--- src/rtl/control_unit.sv ---
// control_unit
//   Main decoder + ALU decoder for the single-cycle MIPS-subset core.
//   The instruction word is decoded combinationally and every output is
//   captured in a flop, so the outputs lag iw by exactly one rising edge
//   and nothing on iw between edges can reach the outputs.
//
// Ports
//   clk       system clock, outputs update on rising edge
//   rst_n     asynchronous active-low reset, forces all outputs to 0
//   iw        32-bit instruction word (opcode iw[31:26], funct iw[5:0])
//   ALUCtrl   4-bit ALU operation code
//   ALUOp     2-bit ALU class from main decode (00 add, 01 sub, 10 funct)
//   regDst    1 = destination rd, 0 = destination rt
//   regWrite  register-file write enable
//   ALUSrc    1 = ALU B operand is the sign-extended immediate
//   memWrite  data-memory write enable
//   memRead   data-memory read enable
//   memToReg  1 = writeback from memory
//   branch    beq request
//   illegal   instruction outside the supported set
module control_unit (
  input  logic        clk,
  input  logic        rst_n,
  input  logic [31:0] iw,
  output logic [3:0]  ALUCtrl,
  output logic [1:0]  ALUOp,
  output logic        regDst,
  output logic        regWrite,
  output logic        ALUSrc,
  output logic        memWrite,
  output logic        memRead,
  output logic        memToReg,
  output logic        branch,
  output logic        illegal
);

  localparam logic [5:0] OP_RTYPE = 6'b000000;
  localparam logic [5:0] OP_LW    = 6'b100011;
  localparam logic [5:0] OP_SW    = 6'b101011;
  localparam logic [5:0] OP_BEQ   = 6'b000100;

  localparam logic [5:0] FN_ADD = 6'b100000;
  localparam logic [5:0] FN_SUB = 6'b100010;
  localparam logic [5:0] FN_AND = 6'b100100;
  localparam logic [5:0] FN_OR  = 6'b100101;
  localparam logic [5:0] FN_SLT = 6'b101010;

  localparam logic [1:0] AOP_ADD   = 2'b00;
  localparam logic [1:0] AOP_SUB   = 2'b01;
  localparam logic [1:0] AOP_FUNCT = 2'b10;

  localparam logic [3:0] AC_AND = 4'b0000;
  localparam logic [3:0] AC_OR  = 4'b0001;
  localparam logic [3:0] AC_ADD = 4'b0010;
  localparam logic [3:0] AC_SUB = 4'b0110;
  localparam logic [3:0] AC_SLT = 4'b0111;

  typedef struct packed {
    logic [3:0] alu_ctrl;
    logic [1:0] alu_op;
    logic       reg_dst;
    logic       reg_write;
    logic       alu_src;
    logic       mem_write;
    logic       mem_read;
    logic       mem_to_reg;
    logic       branch;
    logic       illegal;
  } ctrl_t;

  logic [5:0] opcode;
  logic [5:0] funct;
  assign opcode = iw[31:26];
  assign funct  = iw[5:0];

  // Register/immediate fields are decoded by the datapath, not here.
  logic unused_fields;
  assign unused_fields = &{1'b0, iw[25:6]};

  // Main decode: opcode -> strobes and ALU class.
  ctrl_t main_d;
  logic  op_bad;
  always_comb begin
    main_d = '0;
    op_bad = 1'b0;
    unique case (opcode)
      OP_RTYPE: begin
        main_d.reg_dst   = 1'b1;
        main_d.reg_write = 1'b1;
        main_d.alu_op    = AOP_FUNCT;
      end
      OP_LW: begin
        main_d.reg_write  = 1'b1;
        main_d.alu_src    = 1'b1;
        main_d.mem_read   = 1'b1;
        main_d.mem_to_reg = 1'b1;
        main_d.alu_op     = AOP_ADD;
      end
      OP_SW: begin
        main_d.alu_src   = 1'b1;
        main_d.mem_write = 1'b1;
        main_d.alu_op    = AOP_ADD;
      end
      OP_BEQ: begin
        main_d.branch = 1'b1;
        main_d.alu_op = AOP_SUB;
      end
      default: op_bad = 1'b1;
    endcase
  end

  // ALU decode: ALU class (+ funct for R-type) -> ALU control code.
  logic [3:0] alu_ctrl_d;
  logic       fn_bad;
  always_comb begin
    alu_ctrl_d = AC_AND;
    fn_bad     = 1'b0;
    case (main_d.alu_op)
      AOP_ADD: alu_ctrl_d = AC_ADD;
      AOP_SUB: alu_ctrl_d = AC_SUB;
      AOP_FUNCT: begin
        case (funct)
          FN_ADD:  alu_ctrl_d = AC_ADD;
          FN_SUB:  alu_ctrl_d = AC_SUB;
          FN_AND:  alu_ctrl_d = AC_AND;
          FN_OR:   alu_ctrl_d = AC_OR;
          FN_SLT:  alu_ctrl_d = AC_SLT;
          default: fn_bad = 1'b1;
        endcase
      end
      default: alu_ctrl_d = AC_AND;
    endcase
  end

  // Combine. An unknown opcode collapses to all-zero plus illegal; an
  // unknown R-type funct keeps ALUOp=10 but kills the register write so
  // the instruction retires as a no-op.
  ctrl_t nxt;
  always_comb begin
    nxt          = main_d;
    nxt.alu_ctrl = alu_ctrl_d;
    if (op_bad) begin
      nxt         = '0;
      nxt.illegal = 1'b1;
    end else if (fn_bad) begin
      nxt.reg_dst   = 1'b0;
      nxt.reg_write = 1'b0;
      nxt.alu_ctrl  = AC_AND;
      nxt.illegal   = 1'b1;
    end
  end

  ctrl_t q;
  always_ff @(posedge clk or negedge rst_n) begin
    if (!rst_n) q <= '0;
    else        q <= nxt;
  end

  assign ALUCtrl  = q.alu_ctrl;
  assign ALUOp    = q.alu_op;
  assign regDst   = q.reg_dst;
  assign regWrite = q.reg_write;
  assign ALUSrc   = q.alu_src;
  assign memWrite = q.mem_write;
  assign memRead  = q.mem_read;
  assign memToReg = q.mem_to_reg;
  assign branch   = q.branch;
  assign illegal  = q.illegal;

endmodule

--- config.mk ---
export PLATFORM = sky130hd
export DESIGN_NAME = control_unit
export DESIGN_NICKNAME = d
export VERILOG_FILES = /design/src/rtl/control_unit.sv
export SDC_FILE = /design/constraint.sdc
export NUM_CORES = 1
export LEC_CHECK = 0
export CAP_MARGIN = 20
export CORE_ASPECT_RATIO = 1.1
export CORE_MARGIN = 5
export CORE_UTILIZATION = 25
export CTS_CLUSTER_SIZE = 16
export DETAILED_ROUTE_END_ITERATION = 7
export GPL_ROUTABILITY_DRIVEN = 0
export GPL_TIMING_DRIVEN = 0
export PLACE_DENSITY = 0.8
export REMOVE_ABC_BUFFERS = 1
export SLEW_MARGIN = 20
export SYNTH_ARGS = -nofsm -noshare
export SYNTH_HDL_FRONTEND = slang
export SYNTH_SLANG_ARGS = --single-unit
--- constraint.sdc ---
create_clock -name clk -period 0.8 [get_ports clk]
set_input_delay 0.12 -clock clk [delete_from_list [all_inputs] [get_ports clk]]
set_output_delay 0.12 -clock clk [all_outputs]
set_load 0.03 [all_outputs]
==> flow_summary.toml <==
[synth]
synth-async-reset-ratio_pct = 100
post-synth-top-area-fraction_pct = 57.4
yosys.area_share.xor_xnor_pct = 0
yosys-mux-area-fraction_pct = 0
simple_gate_share_of_the_synthesized_area_pct = 25.6
synthCells = 41
post-synth-top-area-cell = "sky130_fd_sc_hd__dfrtp_1"
synth_area_per_cell_sq_um = 11.7
synth-seq-cells = 11
ys_dominant_reg_cell = "sky130_fd_sc_hd__dfrtp_1"
synth_top_family_by_area = "simple AND/OR/NAND/NOR gates"
yosysMostFrequentCell = "sky130_fd_sc_hd__dfrtp_1"
mappedNetlistArea_sq_um = 479
post_synth_fa_ha_maj_area_fraction_pct = 0
synth_area_leaders = "sky130_fd_sc_hd__dfrtp_1 57%, sky130_fd_sc_hd__buf_4 4.7%, sky130_fd_sc_hd__and2_1 2.6%"
post_synth_most_frequent_cells = "11 x sky130_fd_sc_hd__dfrtp_1, 3 x sky130_fd_sc_hd__buf_4, 3 x sky130_fd_sc_hd__nor2_1"
ys.warnings.count = 0
ys_types = 24
synth.yosys.seq_area_share_pct = 57.4
synth_edf_count = 0
synth_compound_area_share_pct = 10.7

[final_layout]
post_route_cells_drive_above_1_share_pct = 46.5
nNetsFinal = 106
synthToLayoutAreaGrowth_pct = 71.5
layout.cells.non_filler = 89
fin_util_pct = 45.6
num-fill-cells = 183
final_cell_area_sq_um = 822
antennaDiodeCount = 0

[die]
floorplan.rows = 16
core_region_area_sq_um = 1800
fp.dieW_microns = 51.7
initial_core_util_pct = 26.6
top_level_ports = 48
die_height_microns = 55.9
die-area_sq_um = 2890

[hold_path]
worst_hold_path_type = "input pin to register"
worst_hold_startpoint = "iw[29]"
endpoint_of_the_worst_hold_path = "ALUCtrl[2]"
whs_path_depth = 2

[route]
wirelength_microns = 1010
route.detailed.wl_per_inst_microns = 11.3
first_iter_violations = 1
vias = 426
post_drt_via_cell_ratio = 4.79
drt_first_pass_iters = 2
drt_drc_violations_left = 0
drt.antenna.violating_nets = 0

[setup_path]
crit_arrival_ps = 1240
cell_breakdown_of_the_critical_path = "buf_6 -> or3_4 -> or4_4 -> o21a_1"
critical_path.top_delay_family = "simple AND/OR/NAND/NOR gates"
crit_path_max_fanout = 5
worst-setup-path-type = "input pin to register"
worst_ep_required_time_ps = 940
worst_setup_path_start_kind = "input pin"
worstSetupEndpointType = "register"
critical_path.n_buffers_inverters = 1
critPathMaxStageDelay_ps = 460
worst_setup_path_startpoint = "iw[26]"
cpMaxStageDelayCell = "sky130_fd_sc_hd__or4_4"

[global_route]
grt_max_degree = 12
grtUsageTotal_pct = 7.59
first_global_vias = 411
first_pass_grt_wire_length_microns = 1590
antenna_violations_before_repair = 0
grt_overflow = 0

[sta]
timing_max_transition_violations_final = 0
final_critical_path_setup_slack_ps = -301
final.hold.worst_slack_ps = 105
rsz0062_at_grt = "yes"
report.final.setup_viol = 19
share_of_the_cycle_needed_by_the_critical_path_after_routing_pct = 138
timing.fmax_ghz = 0.908
final_period_minus_worst_setup_slack_ps = 1100
timing.final.hold_violations = 0

[pwr]
power_mw = 1.08
combinational_cell_fraction_of_total_power_pct = 15.8
clock_power_share_pct = 32.0
cellInternalPower_uw = 840
cellPowerDensity_nw_per_um2 = 1320
sequentialPowerShare_pct = 52.3
vdd_drop_max_mv = 0.407
p_sw_share_pct = 22.5
p_sw_uw = 244
power.static_leakage_nw = 0.392

[clocking]
reg_clk_slew_reported_paths_ps = 60
cts_tree = "done"
root_buffer = "sky130_fd_sc_hd__clkbuf_4"
cts_max_path_buffers = 2
h-tree-depth = 1
clkSinkCount = 11
cts_buffers = 3

[place]
dp_cells = 82
post_dp_cell_area_sq_um = 739
port_buffers = 26
place_hpwl_microns = 820

[status]
result_of_the_run = "complete, but fails checks"
violated_checks = "setup timing"

[run]
max_cap_violations = 0
==> flip-flops by register name (all words and copies together), names as in the netlist <==
| name | count |
|---|---|
| ALUCtrl | 3 |
| ALUOp | 1 |
| ALUSrc | 1 |
| branch | 1 |
| illegal | 1 |
| memRead | 1 |
| memWrite | 1 |
| regDst | 1 |
| regWrite | 1 |
==> kinds of logic (layout without fill, tap and decap cells) <==
| kind of cell | Yosys count | in the layout |
|---|---|---|
| buffers and inverters | 4 | 34 |
| AOI/OAI and AO/OA | 7 | 7 |
| DFF | 11 | 11 |
| and+or+nand+nor | 18 | 18 |
| other | 1 | 1 |
==> stage by stage <==
stage | setup slack [ps] | setup TNS, ps
2_1_floorplan | -457 | -2270
3_3_place_gp | -958 | -10890
3_5_place_dp | -992 | -11330
4_1_cts | -351 | -3030
5_1_grt | -318 | -3150
6_report | -301 | -2580
==> cells in the final DEF (no fill, tap or decap) <==
cell and n:
sky130_fd_sc_hd__or4_2 1, sky130_fd_sc_hd__dfrtp_1 11, sky130_fd_sc_hd__dlygate4sd2_1 7, sky130_fd_sc_hd__nand4b_1 1, sky130_fd_sc_hd__clkbuf_4 3, sky130_fd_sc_hd__nor4b_2 1, sky130_fd_sc_hd__nor2_1 1, sky130_fd_sc_hd__nor4_2 1
sky130_fd_sc_hd__o21bai_1 1, sky130_fd_sc_hd__a21oi_2 1, sky130_fd_sc_hd__buf_2 2, sky130_fd_sc_hd__a31oi_1 1, sky130_fd_sc_hd__conb_1 1, sky130_fd_sc_hd__or3_4 1, sky130_fd_sc_hd__o31ai_2 1, sky130_fd_sc_hd__clkbuf_1 1
sky130_fd_sc_hd__a32o_1 1, sky130_fd_sc_hd__buf_6 15, sky130_fd_sc_hd__nor2_2 2, sky130_fd_sc_hd__buf_4 3, sky130_fd_sc_hd__nor2b_1 1, sky130_fd_sc_hd__inv_1 1, sky130_fd_sc_hd__and3_1 2, sky130_fd_sc_hd__nor3_1 1
sky130_fd_sc_hd__o211ai_1 1, sky130_fd_sc_hd__nand2b_1 1, sky130_fd_sc_hd__or4_4 1, sky130_fd_sc_hd__clkdlybuf4s50_1 2, sky130_fd_sc_hd__nor3b_1 1, sky130_fd_sc_hd__nor2b_4 1, sky130_fd_sc_hd__o21a_1 1, sky130_fd_sc_hd__and2_1 2
==> timing repair <==
item | in CTS | in global routing
hold buffers | 0 | 0
setup endpoints to repair | 24 | 21
endpoints found under the hold margin | 0 | 0
buffers inserted | 2 | 1
resized for setup | 123 | 1
pin swaps | 10 | 3
==> final cells by class <==
class	count	area, sq um	area share, %
flip-flops and latches	11	275	33.5
inverters	1	3.75	0.457
well taps	18	22.5	2.74
repair buffers	29	283	34.4
multi-input cells	26	211	25.7
clock buffers	4	26.3	3.20
==> how the worst max path moves through the flow <==
stage                     cells after the start  slack [ps]         end
after CTS                                     4        -350  ALUCtrl[1]
after detailed placement                      4        -990     illegal
after global placement                        4        -960     illegal
final                                         4        -300  ALUCtrl[1]
after floorplan                               3        -460     illegal
after global routing                          4        -320  ALUCtrl[1]
==> power by group through the flow <==
stage | Sequential, mW | Combinational, mW | Clock [mW]
final | 0.566 | 0.171 | 0.347
after CTS | 0.566 | 0.170 | 0.358
after global routing | 0.567 | 0.184 | 0.380
after floorplan | 0.592 | 0.0393 | 0
after global placement | 0.575 | 0.162 | 0
after detailed placement | 0.575 | 0.165 | 0
==> per-layer routing <==
metal	vias up	track usage [%]	part of all wire [%]
met5	-	0	0
met4	0	7.87	2.7
met3	2	1.34	6.6
met2	21	12.7	51
met1	197	7.25	40
li1	206	-	-
No activity file was read; power rests on OpenSTA's default activity.
